===== src/rtl/crc_pkg.sv =====
// Shared definitions for the 3-parallel CRC front end.
//   SYM_W       : symbol width (bits presented to the CRC core per beat)
//   state_e     : feeder FSM encoding
//   data_beats  : message beats for a given message width
//   pad_beats   : augmentation beats for a given generator degree
package crc_pkg;
    localparam int SYM_W = 3;

    typedef enum logic [1:0] {
        IDLE = 2'd0,
        DATA = 2'd1,
        PAD  = 2'd2
    } state_e;

    function automatic int data_beats(input int msg_w);
        return msg_w / SYM_W;
    endfunction

    function automatic int pad_beats(input int crc_w);
        return crc_w / SYM_W;
    endfunction
endpackage


===== src/rtl/crc3_frame_feeder_if.sv =====
// Handshake bundle between message source, feeder and CRC core.
//   msg_in/msg_valid/msg_ready : whole-message request channel
//   sym_out/sym_valid/sym_ready: 3-bit symbol channel (bit 2 earliest)
//   sym_first/sym_last         : frame strobes travelling with sym_out
// slave  : the feeder side; master : the driving/consuming environment.
interface crc3_frame_feeder_if #(
    parameter int MSG_W = 9
);
    logic [MSG_W-1:0] msg_in;
    logic             msg_valid;
    logic             msg_ready;
    logic [2:0]       sym_out;
    logic             sym_valid;
    logic             sym_ready;
    logic             sym_first;
    logic             sym_last;

    modport slave (
        input  msg_in, msg_valid, sym_ready,
        output msg_ready, sym_out, sym_valid, sym_first, sym_last
    );

    modport master (
        output msg_in, msg_valid, sym_ready,
        input  msg_ready, sym_out, sym_valid, sym_first, sym_last
    );
endinterface


===== src/rtl/crc_sym_shifter.sv =====
// MSG_W-bit load / shift-left-by-SYM_W register. Zeros shift in from the
// bottom, so once the message is drained the top symbol reads as the
// augmentation pad without extra muxing.
//   clk, reset : clock, async active-low reset
//   i_load     : capture i_data (has priority over i_shift)
//   i_shift    : advance one symbol
//   o_word     : current register contents
module crc_sym_shifter
    import crc_pkg::*;
#(
    parameter int MSG_W = 9
) (
    input  logic             clk,
    input  logic             reset,
    input  logic             i_load,
    input  logic             i_shift,
    input  logic [MSG_W-1:0] i_data,
    output logic [MSG_W-1:0] o_word
);
    logic [MSG_W-1:0] r_word;

    always_ff @(posedge clk or negedge reset) begin
        if (!reset)
            r_word <= '0;
        else if (i_load)
            r_word <= i_data;
        else if (i_shift)
            r_word <= r_word << SYM_W;
    end

    assign o_word = r_word;
endmodule


===== src/rtl/crc3_frame_feeder.sv =====
// Slices one message word MSB-first into 3-bit symbols, appends CRC_W
// zero bits as pad beats, and frames the stream with first/last strobes.
//   clk, reset  : clock, async active-low reset
//   bus         : message and symbol handshakes (slave modport)
//   busy        : frame in progress
//   frames_done : completed-frame counter, wraps
module crc3_frame_feeder
    import crc_pkg::*;
#(
    parameter int MSG_W = 9,
    parameter int CRC_W = 3,
    parameter int CNT_W = 8
) (
    input  logic                 clk,
    input  logic                 reset,
    crc3_frame_feeder_if.slave   bus,
    output logic                 busy,
    output logic [CNT_W-1:0]     frames_done
);
    localparam int DATA_BEATS = data_beats(MSG_W);
    localparam int PAD_BEATS  = pad_beats(CRC_W);
    localparam int BEAT_W     = $clog2(DATA_BEATS + PAD_BEATS) + 1;

    if ((MSG_W % SYM_W) != 0 || MSG_W < SYM_W) begin : g_bad_msg_w
        $error("MSG_W must be a non-zero multiple of SYM_W");
    end
    if ((CRC_W % SYM_W) != 0 || CRC_W < SYM_W) begin : g_bad_crc_w
        $error("CRC_W must be a non-zero multiple of SYM_W");
    end

    state_e              r_state;
    logic [BEAT_W-1:0]   r_beat;
    logic [CNT_W-1:0]    r_frames;
    logic                r_sym_valid;
    logic                r_first;
    logic                r_last;
    logic                r_busy;
    logic                w_accept;
    logic                w_adv;
    logic [MSG_W-1:0]    w_word;

    // msg_ready is held low while reset is asserted so nothing is offered
    // to upstream before the block is live.
    assign bus.msg_ready = (r_state == IDLE) && reset;
    assign w_accept      = bus.msg_valid && (r_state == IDLE);
    assign w_adv         = r_sym_valid && bus.sym_ready;

    crc_sym_shifter #(.MSG_W(MSG_W)) u_shift (
        .clk     (clk),
        .reset   (reset),
        .i_load  (w_accept),
        .i_shift (w_adv),
        .i_data  (bus.msg_in),
        .o_word  (w_word)
    );

    always_ff @(posedge clk or negedge reset) begin
        if (!reset) begin
            r_state     <= IDLE;
            r_beat      <= '0;
            r_frames    <= '0;
            r_sym_valid <= 1'b0;
            r_first     <= 1'b0;
            r_last      <= 1'b0;
            r_busy      <= 1'b0;
        end else begin
            case (r_state)
                IDLE: begin
                    if (w_accept) begin
                        r_state     <= DATA;
                        r_beat      <= '0;
                        r_sym_valid <= 1'b1;
                        r_first     <= 1'b1;
                        r_last      <= 1'b0;
                        r_busy      <= 1'b1;
                    end
                end
                DATA: begin
                    if (w_adv) begin
                        r_first <= 1'b0;
                        if (r_beat == BEAT_W'(DATA_BEATS - 1)) begin
                            r_state <= PAD;
                            r_beat  <= '0;
                            r_last  <= (PAD_BEATS == 1);
                        end else begin
                            r_beat <= r_beat + BEAT_W'(1);
                        end
                    end
                end
                PAD: begin
                    if (w_adv) begin
                        if (r_beat == BEAT_W'(PAD_BEATS - 1)) begin
                            r_state     <= IDLE;
                            r_beat      <= '0;
                            r_sym_valid <= 1'b0;
                            r_last      <= 1'b0;
                            r_busy      <= 1'b0;
                            r_frames    <= r_frames + CNT_W'(1);
                        end else begin
                            r_beat <= r_beat + BEAT_W'(1);
                            // Raise last when moving onto the final pad beat.
                            r_last <= (r_beat == BEAT_W'(PAD_BEATS - 2));
                        end
                    end
                end
                default: r_state <= IDLE;
            endcase
        end
    end

    // The shifter is zero-filled, so its top symbol is already 000 during
    // PAD and after the frame drains.
    assign bus.sym_out   = w_word[MSG_W-1 -: SYM_W];
    assign bus.sym_valid = r_sym_valid;
    assign bus.sym_first = r_first;
    assign bus.sym_last  = r_last;
    assign busy          = r_busy;
    assign frames_done   = r_frames;
endmodule


===== src/flat_wrapper.sv =====
// flat-port wrapper written by rule: the top's interface ports become plain ports
module crc3_frame_feeder_flat import crc_pkg::*;
#(
    parameter int MSG_W = 9,
    parameter int CRC_W = 3,
    parameter int CNT_W = 8
)
  (clk, reset, busy, frames_done, bus_msg_in, bus_msg_valid, bus_sym_ready, bus_msg_ready, bus_sym_out, bus_sym_valid, bus_sym_first, bus_sym_last);
  crc3_frame_feeder_if #(.MSG_W(MSG_W)) bus_i ();
  input  logic clk;
  input  logic reset;
  output logic busy;
  output logic [CNT_W-1:0] frames_done;
  input wire logic [$bits(bus_i.msg_in)-1:0] bus_msg_in;
  input wire logic [$bits(bus_i.msg_valid)-1:0] bus_msg_valid;
  input wire logic [$bits(bus_i.sym_ready)-1:0] bus_sym_ready;
  output wire logic [$bits(bus_i.msg_ready)-1:0] bus_msg_ready;
  output wire logic [$bits(bus_i.sym_out)-1:0] bus_sym_out;
  output wire logic [$bits(bus_i.sym_valid)-1:0] bus_sym_valid;
  output wire logic [$bits(bus_i.sym_first)-1:0] bus_sym_first;
  output wire logic [$bits(bus_i.sym_last)-1:0] bus_sym_last;
  assign bus_i.msg_in = bus_msg_in;
  assign bus_i.msg_valid = bus_msg_valid;
  assign bus_i.sym_ready = bus_sym_ready;
  assign bus_msg_ready = bus_i.msg_ready;
  assign bus_sym_out = bus_i.sym_out;
  assign bus_sym_valid = bus_i.sym_valid;
  assign bus_sym_first = bus_i.sym_first;
  assign bus_sym_last = bus_i.sym_last;
  crc3_frame_feeder #(.MSG_W(MSG_W), .CRC_W(CRC_W), .CNT_W(CNT_W)) u_core (.clk(clk), .reset(reset), .bus(bus_i), .busy(busy), .frames_done(frames_done));
endmodule

===== config.mk =====
export PLATFORM = sky130hd
export DESIGN_NAME = crc3_frame_feeder_flat
export DESIGN_NICKNAME = d
export VERILOG_FILES = /design/src/rtl/crc_pkg.sv /design/src/rtl/crc3_frame_feeder_if.sv /design/src/rtl/crc_sym_shifter.sv /design/src/rtl/crc3_frame_feeder.sv /design/src/flat_wrapper.sv
export SDC_FILE = /design/constraint.sdc
export NUM_CORES = 1
export LEC_CHECK = 0
export CAP_MARGIN = 5
export CORE_MARGIN = 2
export CORE_UTILIZATION = 45
export CTS_BUF_LIST = sky130_fd_sc_hd__clkbuf_16
export DETAILED_ROUTE_END_ITERATION = 7
export GPL_ROUTABILITY_DRIVEN = 0
export PLACE_DENSITY = 0.72
export REMOVE_ABC_BUFFERS = 1
export SLEW_MARGIN = 20
export SYNTH_ARGS = -nofsm -noshare
export SYNTH_HDL_FRONTEND = slang
export SYNTH_SLANG_ARGS = --single-unit

===== constraint.sdc =====
create_clock -name clk -period 2.56 [get_ports clk]
set_clock_uncertainty 0.1 [all_clocks]
set_input_delay 0.512 -clock clk [delete_from_list [all_inputs] [get_ports clk]]
set_output_delay 0.512 -clock clk [all_outputs]
set_load 0.02 [all_outputs]

* Yosys cells after proc, flatten, opt, wreduce, memory -nomap -nowiden
Index checks and enable logic that the tools add are counted.
** Cells by class
- Add/subtract/negate cells :: 2
- Equal/unequal tests :: 9
- Reductions and logical operators :: 15
- Mux-type cells :: 26
** Operators with widths (count)
- $mux 9 :: 2
- $mux 3 :: 5
- $mux 2 :: 5
- $reduce_and 5->1 :: 2
- $mux 1 :: 9
- $pmux 3 s3 :: 1
- $add 8x1->8 const B :: 1
- $reduce_and 4->1 :: 2
- $ne 2x2->1 const B :: 3
- $pmux 2 s3 :: 1
- $reduce_and 3->1 :: 2
- $reduce_bool 2->1 :: 3
- $ne 2x1->1 const B :: 2
- $pmux 1 s2 :: 2
- $add 3x1->3 const B :: 1
- $eq 3x2->1 const B :: 1
- $eq 3x3->1 const B :: 1
- $logic_and 1x1->1 :: 3
- $logic_not 3->1 :: 1
- $pmux 1 s3 :: 1
- $reduce_bool 3->1 :: 1
- $eq 2x1->1 const B :: 1
- $eq 2x2->1 const B :: 1
- $logic_not 2->1 :: 1
** Storage, ports and cells
- Flip-flop bits (word level) :: 25
- Output and inout port bits :: 16
- Word-level logic and storage cells :: 59

* Logic depth before layout (Yosys ltp)
Gate-level depths: netlist of the first run.
- Depth after elaboration :: 4
- Gate-level depth with buffers :: 7
- Depth with buffers taken out :: 6

* Modules after synthesis
From an unflattened synthesis of the first run, not the netlist that was laid out.
** Second synthesis, totals
- Cells, all modules :: 122
- Area total of the unflattened synthesis :: 1330.0 um^2
** Modules (own cells, without submodules)
- crc3_frame_feeder :: cells each 83, sequential area each 400.4 um^2, area an instance 905.9 um^2, instances 1
- crc_sym_shifter :: cells each 39, sequential area each 225.2 um^2, area an instance 424.2 um^2, instances 1

* Least setup slack after synthesis of the first run
OpenSTA, ideal clock, no wires.
- Path kind :: reg2reg
- Start point :: register u_core.r_state[1]
- End point :: register u_core.r_last (netlist: u_core.bus.sym_last)
- Data arrival time :: 1658 ps
- Required time :: 2333 ps
- Setup time :: 127 ps
- Clock period less this slack :: 1885 ps
- Setup slack :: 675 ps
- Stages on the path, launching flop included :: 7
- Path buffers :: 0
- Cells stage by stage :: dfrtp_1 -> inv_1 -> ha_1 -> a2bb2oi_2 -> or3_4 -> a21oi_2 -> mux2_1
** On the way
- Longest elaborated chain between the ends :: 4
** Ends and longest elaborated chain
- from (decl) :: line crc3_frame_feeder.sv:31 : state_e r_state;
- from (signal assigned) :: line crc3_frame_feeder.sv:59 : r_state <= IDLE;
- from (signal assigned) :: line crc3_frame_feeder.sv:70 : r_state <= DATA;
- from (signal assigned) :: line crc3_frame_feeder.sv:82 : r_state <= PAD;
- $logic_not 2->1 :: line crc3_frame_feeder.sv:45, crc3_frame_feeder.sv:67
- $logic_and 1x1->1 :: line crc3_frame_feeder.sv:45 : assign w_accept = bus.msg_valid && (r_state == IDLE);
- $ne 2x2->1 (no line)
- $reduce_and 5->1 (no line)
- to (signal assigned) :: line crc3_frame_feeder.sv:84 : r_last <= (PAD_BEATS == 1);
- to (signal assigned) :: line crc3_frame_feeder.sv:102 : r_last <= (r_beat == BEAT_W'(PAD_BEATS - 2));
- to (decl) :: line crc3_frame_feeder.sv:36 : logic r_last;
Parallel ways exist; a longest one is shown, timed or not.
A chain may end at the register's enable or synchronous reset.

* Worst setup path in the final report of the first run
- Start point :: register u_core.r_state[0]
- End point :: output port bus_msg_ready
** On the way
- Longest elaborated chain between the ends :: 2
** Ends and longest elaborated chain
- $logic_not 2->1 :: line crc3_frame_feeder.sv:44 : assign bus.msg_ready = (r_state == IDLE) && reset;
- $logic_and 1x1->1 :: line crc3_frame_feeder.sv:44
- to (decl) :: line flat_wrapper.sv:17 : output wire logic [$bits(bus_i.msg_ready)-1:0] bus_msg_ready;
Every way passes these cells.

==> flow_metrics.env, run 1 <==
export IMPL_ys_warn_count=0
export IMPL_whs_path_depth=1
export IMPL_grt_pass1_wl_mm=4.11
export IMPL_num_antenna_cells=0
export IMPL_place_area_sq_um=1610
export IMPL_rows=19
export IMPL_grt_pass1_vias=922
export IMPL_tightest_slew_ns=0.426
export IMPL_cts_buffers=3
export IMPL_total_power_mw=1.81
export IMPL_min_period_ns=2.40
export IMPL_path_cells="inv_1 -> ha_1 -> and2_1 -> clkdlybuf4s50_1"
export IMPL_post_dp_hpwl_mm=1.83
export IMPL_peakVddDrop_mv=0.655
export IMPL_vias_per_cell=5.16
export IMPL_synth_top_flop_cell="dfrtp_1"
export IMPL_h_tree_depth=1
export IMPL_synth_edf_count=0
export IMPL_route_detailed_drc=0
export IMPL_outcome="complete, no violations"
export IMPL_cts_hold_buf=0
export IMPL_setup_tns_final_ns=0
export IMPL_cts_path_max_buffers=2
export IMPL_cts_resized=0
export IMPL_post_drt_wl_per_cell_microns=13.4
export IMPL_vias=923
export IMPL_start_kind="flop"
export IMPL_min_period_over_period_pct=93.6
export IMPL_insertion_delay_ns=0.25
export IMPL_first_iter_violations=12
export IMPL_drt_pass1_iter_count=4
export IMPL_grt_max_degree=26
export IMPL_cts_tree="yes"
export IMPL_rsz0062_at_grt="false"
export IMPL_initial_utilization_pct=47.7
export IMPL_r2r_cells=6
export IMPL_end_kind="output port"
export IMPL_synth_seq_cells=25
export IMPL_holdWs_ns=0.371
export IMPL_crit_arrival_ns=1.78
export IMPL_seq_area_frac_synth_pct=47.6
export IMPL_grt_usage_pct=15.8
export IMPL_io_buffer_count=28
export IMPL_min_path_type="flop to flop"
export IMPL_clock_fmax_ghz=0.417
export IMPL_crit_type="flop to output port"
export IMPL_crit_buf_inv=2
export IMPL_setup_viol=0
export IMPL_p_leak_nw=0.787
export IMPL_drive_gt1_share_pct=7.43
export IMPL_p_per_area_nw_per_um2=1070
export IMPL_fillers=248
export IMPL_pin_count=29
export IMPL_clk_pin_slew_ns=0.06
export IMPL_synthCells=121
export IMPL_area_delta_synth_final_pct=28.2
export IMPL_synthArstFlopShare_pct=100
export IMPL_dieArea_sq_um=3370
export IMPL_yosys_cell_types_count=30
export IMPL_cts_sinks=25
export IMPL_design_area_sq_um=1690
export IMPL_fin_nets=172
export IMPL_postRouteAntennaNets=0
export IMPL_die_h_microns=58.1
export IMPL_syn_avg_cell_area_sq_um=10.9
export IMPL_cpLargestDelayFamily="buffers and inverters"
export IMPL_slowest_stage="clkdlybuf4s50_1"
export IMPL_cts_root_buf="clkbuf_16"
export IMPL_slew_violations=0
export IMPL_antenna_found_initial=0
export IMPL_slew_headroom_pct=71.4
export IMPL_fp_dieW_microns=58.1
export IMPL_overflow=0
export IMPL_required_ns=1.95
export IMPL_critPathMaxFanout=5
export IMPL_max_cap_violations=0
export IMPL_critPathMaxStageDelay_ns=0.60
export IMPL_cts_setup_buffers=0
export IMPL_wirelength_mm=2.39
export IMPL_synth_area_sq_um=1320
export IMPL_cp_depth=4
export IMPL_hold_violations=0
export IMPL_core_sq_um=2760
cells in the final DEF (no fill, tap or decap), types with 3 or more instances in the layout:
cell,instances
mux2i_1,8
dfrtp_1,25
o21ai_0,8
clkbuf_16,3
inv_1,7
nand2b_1,3
xnor2_1,5
a22o_1,5
ha_1,10
clkdlybuf4s50_1,28
nand3_1,6
nand2_1,14
cell type report:
class | instances | area [sq um] | share of cell area, %
clock buffer | 3 | 75.1 | 4.45
clock inverter | 1 | 3.75 | 0.223
inverter | 6 | 22.5 | 1.34
multi-input combinational | 83 | 624 | 37.0
sequential | 25 | 626 | 37.1
tap | 31 | 38.8 | 2.30
timing repair buffer | 30 | 295 | 17.5
state kept, by name, summed over array words and instances (netlist names):
signal,count
u_core.frames_done,8
u_core.busy,1
u_core.r_beat,3
u_core.bus.sym_first,1
u_core.bus.sym_last,1
u_core.r_state,2
u_core.u_shift.o_word,9
synth_stat cells (2+ instances only):
library cell	instances	area (sq um)
nor2b_1	2	12.5
dfrtp_1	25	626
nor2_1	2	7.51
o21ai_0	8	40.0
mux2i_1	8	80.1
nand2b_1	3	18.8
mux2_2	2	22.5
xor2_1	2	17.5
clkbuf_1	2	7.51
nand3_1	6	30.0
ha_1	10	125
a22o_1	5	43.8
buf_4	4	30.0
mux2_1	2	22.5
inv_1	6	22.5
nand2_1	14	52.6
a21oi_1	2	10.0
and2_1	2	12.5
xnor2_1	5	43.8
path summary, 6_finish.rpt:
kind                            slack (ns)                  start                       end
worst max-delay path                  0.16      u_core.r_state[0]             bus_msg_ready
worst min-delay path                  0.37  u_core.frames_done[7]     u_core.frames_done[7]
worst max register to register        0.54      u_core.r_state[1]       u_core.bus.sym_last
worst min register to register        0.37  u_core.frames_done[7]     u_core.frames_done[7]
max in group asynchronous             1.51                  reset  u_core.u_shift.o_word[7]
min in group asynchronous             0.60                  reset     u_core.frames_done[5]
layer usage:
metal	routed length [microns]	up-vias	global-route usage, %
li1	-	462	-
met1	1180	443	22.0
met2	1110	16	25.3
met3	88	2	2.68
met4	9	0	4.98
met5	0	-	0
logic make-up after synthesis:
logic type	synth area share, %
multiplexers	9.51
AND/OR/NAND/NOR	13.8
flip-flops	47.6
buffers and inverters	4.95
AO/OA/AOI/OAI	9.99
adder cells (fa/ha/maj)	9.51
XOR/XNOR	4.66
stage by stage:
| stage | worst slack [ns] | cells | util, % |
|---|---|---|---|
| after global routing | 0.0394 | 179 | 61.1 |
| after global placement | 0.166 | 175 | 58.3 |
| after detailed placement | 0.179 | 175 | 58.3 |
| after CTS | 0.148 | 179 | 61.1 |
| final | 0.164 | 179 | 61.1 |
| after floorplan | 0.652 | 114 | - |
power breakdown:
group	leakage, nW	switching (mW)	internal (mW)
Combinational	0.423	0.417	0.414
Clock	0.0423	0.130	0.209
Sequential	0.322	0.113	0.525
Total	0.787	0.660	1.15
Note: power is estimated with default switching activity, not from simulation.
==> run 2: changes to the inputs <==
--- a/config.mk
+++ b/config.mk
@@ -9,8 +9,10 @@
 export CORE_MARGIN = 2
 export CORE_UTILIZATION = 45
 export CTS_BUF_LIST = sky130_fd_sc_hd__clkbuf_16
+export CTS_CLUSTER_DIAMETER = 40
 export DETAILED_ROUTE_END_ITERATION = 7
 export GPL_ROUTABILITY_DRIVEN = 0
+export MAX_ROUTING_LAYER = met4
 export PLACE_DENSITY = 0.72
 export REMOVE_ABC_BUFFERS = 1
 export SLEW_MARGIN = 20
==> results of run 2 <==
Final layout, timing and power as in run 1 (identical DEF).
Main changes from that run: overall routing resource usage 15.8% -> 16.3%
==> run 3: changes to the inputs <==
==> constraint.sdc (replaced) <==
create_clock -name clk -period 2.56 [get_ports clk]
set_clock_uncertainty 0.1 [all_clocks]
set_input_delay 0.512 -clock clk [delete_from_list [all_inputs] [get_ports clk]]
set_output_delay 0.512 -clock clk [all_outputs]
set_load 0.1 [all_outputs]
==> run 3 against run 2 <==
  * Final cell count stayed put
  * Non-clock buffer count unchanged
  * Sequential share of layout area grew 0.62 points
  * Worst hold slack improved by 0.014 ns
  * Critical endpoint is now u_core.bus.sym_last
  * Global-route usage grew 0.46 points
  * Via count is 0.22% lower
  * Fmax up 18%
  * Design area down 1.6%
  * Register-to-register slack got worse by 0.02 ns
  * Utilization shrank 1.0 points
  * First-iteration DRC count grew 110%
==> flow_metrics.env, run 3 (synthesized netlist as in run 1, its figures left out) <==
export IMPL_outcome="complete, no violations"
export IMPL_rows=19
export IMPL_clk_pin_slew_ns=0.06
export IMPL_crit_arrival_ns=2.08
export IMPL_initial_utilization_pct=47.7
export IMPL_cts_path_max_buffers=2
export IMPL_utilization_pct=60.1
export IMPL_min_period_over_period_pct=79.6
export IMPL_vias=921
export IMPL_route_detailed_drc=0
export IMPL_wirelength_mm=2.42
export IMPL_min_period_ns=2.04
export IMPL_final_cell_mix="dfrtp_1 (25), buf_4 (17), nand2_1 (14), clkdlybuf4s50_1 (12), ha_1 (10)"
export IMPL_postRouteAntennaNets=0
export IMPL_h_tree_depth=1
export IMPL_dp_cells=175
export IMPL_area_delta_synth_final_pct=26.1
export IMPL_cts_root_buf="clkbuf_16"
export IMPL_setup_viol=0
export IMPL_grt_max_degree=26
export IMPL_largest_register_ffs=9
export IMPL_cts_hold_buf=0
export IMPL_whs_path_depth=1
export IMPL_die_h_microns=58.1
export IMPL_grt_pass1_vias=934
export IMPL_grt_pass1_wl_mm=4.14
export IMPL_vias_per_cell=5.15
export IMPL_dieArea_sq_um=3370
export IMPL_cts_tree="yes"
export IMPL_fin_nets=172
export IMPL_hold_violations=0
export IMPL_min_path_type="flop to flop"
export IMPL_cts_buffers=3
export IMPL_core_sq_um=2760
export IMPL_required_ns=2.60
export IMPL_post_dp_hpwl_mm=1.81
export IMPL_r2r_cells=6
export IMPL_setup_ws_ns=0.522
export IMPL_fin_cells=179
export IMPL_first_iter_violations=25
export IMPL_final_common_cell="dfrtp_1"
export IMPL_critPathMaxFanout=7
export IMPL_clock_fmax_ghz=0.491
export IMPL_crit_type="flop to flop"
export IMPL_cts_sinks=25
export IMPL_io_buffer_count=28
export IMPL_grt_usage_pct=16.8
export IMPL_drive_gt1_share_pct=18.2
export IMPL_cts_setup_buffers=0
export IMPL_drt_pass1_iter_count=3
export IMPL_cts_resized=0
export IMPL_tightest_slew_ns=0.422
export IMPL_antenna_found_initial=0
export IMPL_slew_violations=0
export IMPL_setup_tns_final_ns=0
export IMPL_max_cap_violations=0
export IMPL_insertion_delay_ns=0.26
export IMPL_detailedPlace_worstSlack_ns=0.317
export IMPL_pin_count=29
export IMPL_post_drt_wl_per_cell_microns=13.5
export IMPL_reg2reg_slack_ns=0.52
export IMPL_end_kind="flop"
export IMPL_overflow=0
export IMPL_slew_headroom_pct=71.6
export IMPL_start_kind="flop"
export IMPL_rsz0062_at_grt="false"
export IMPL_num_antenna_cells=0
export IMPL_fp_dieW_microns=58.1
==> run 3: cell types whose count changed in the layout (fill, tap and decap cells not counted) <==
cell / before / now
clkdlybuf4s50_1: 28 / 12
buf_4: 2 / 17
buf_12: 0 / 1
==> run 3: path summary, 6_finish.rpt <==
path / startpoint / endpoint
worst max-delay path: u_core.r_state[1] / u_core.bus.sym_last
worst min-delay path: u_core.frames_done[7] / u_core.frames_done[7]
worst max register to register: u_core.r_state[1] / u_core.bus.sym_last
worst min register to register: u_core.frames_done[7] / u_core.frames_done[7]
max in group asynchronous: reset / u_core.u_shift.o_word[5]
min in group asynchronous: reset / u_core.frames_done[5]
==> run 3: critical path, stage by stage, from the launching register on <==
cell       delay (ns)
dfrtp_1          0.39
inv_1            0.09
ha_1             0.29
a2bb2oi_2        0.20
or3_4            0.40
a21oi_2          0.12
mux2_1           0.32
==> run 3: metrics by stage <==
stage / cell area [sq um] / hold slack (ns)
after global routing: 1660 / 0.399
after floorplan: 1270 / 0.116
after global placement: 1580 / 0.362
after detailed placement: 1580 / 0.373
final: 1660 / 0.385
after CTS: 1660 / 0.381
==> run 3: final cells by class <==
cell class                      count  area (sq um)
Clock buffer                        3          75.1
Clock inverter                      1          3.75
Fill cell                         241          1100
Inverter                            6          22.5
Multi-Input combinational cell     83           624
Sequential cell                    25           626
Tap cell                           31          38.8
Timing Repair Buffer               30           268
==> run 3: metal layers <==
layer / GRT usage [%] / routed length, microns
met1: 21.3 / 1120
met2: 26.6 / 1140
met3: 2.68 / 119
met4: 6.98 / 36
met5: - / 0
Power of run 3 is not shown: default switching activity piles up to over one toggle a cycle in this logic, so the estimate is an artifact.
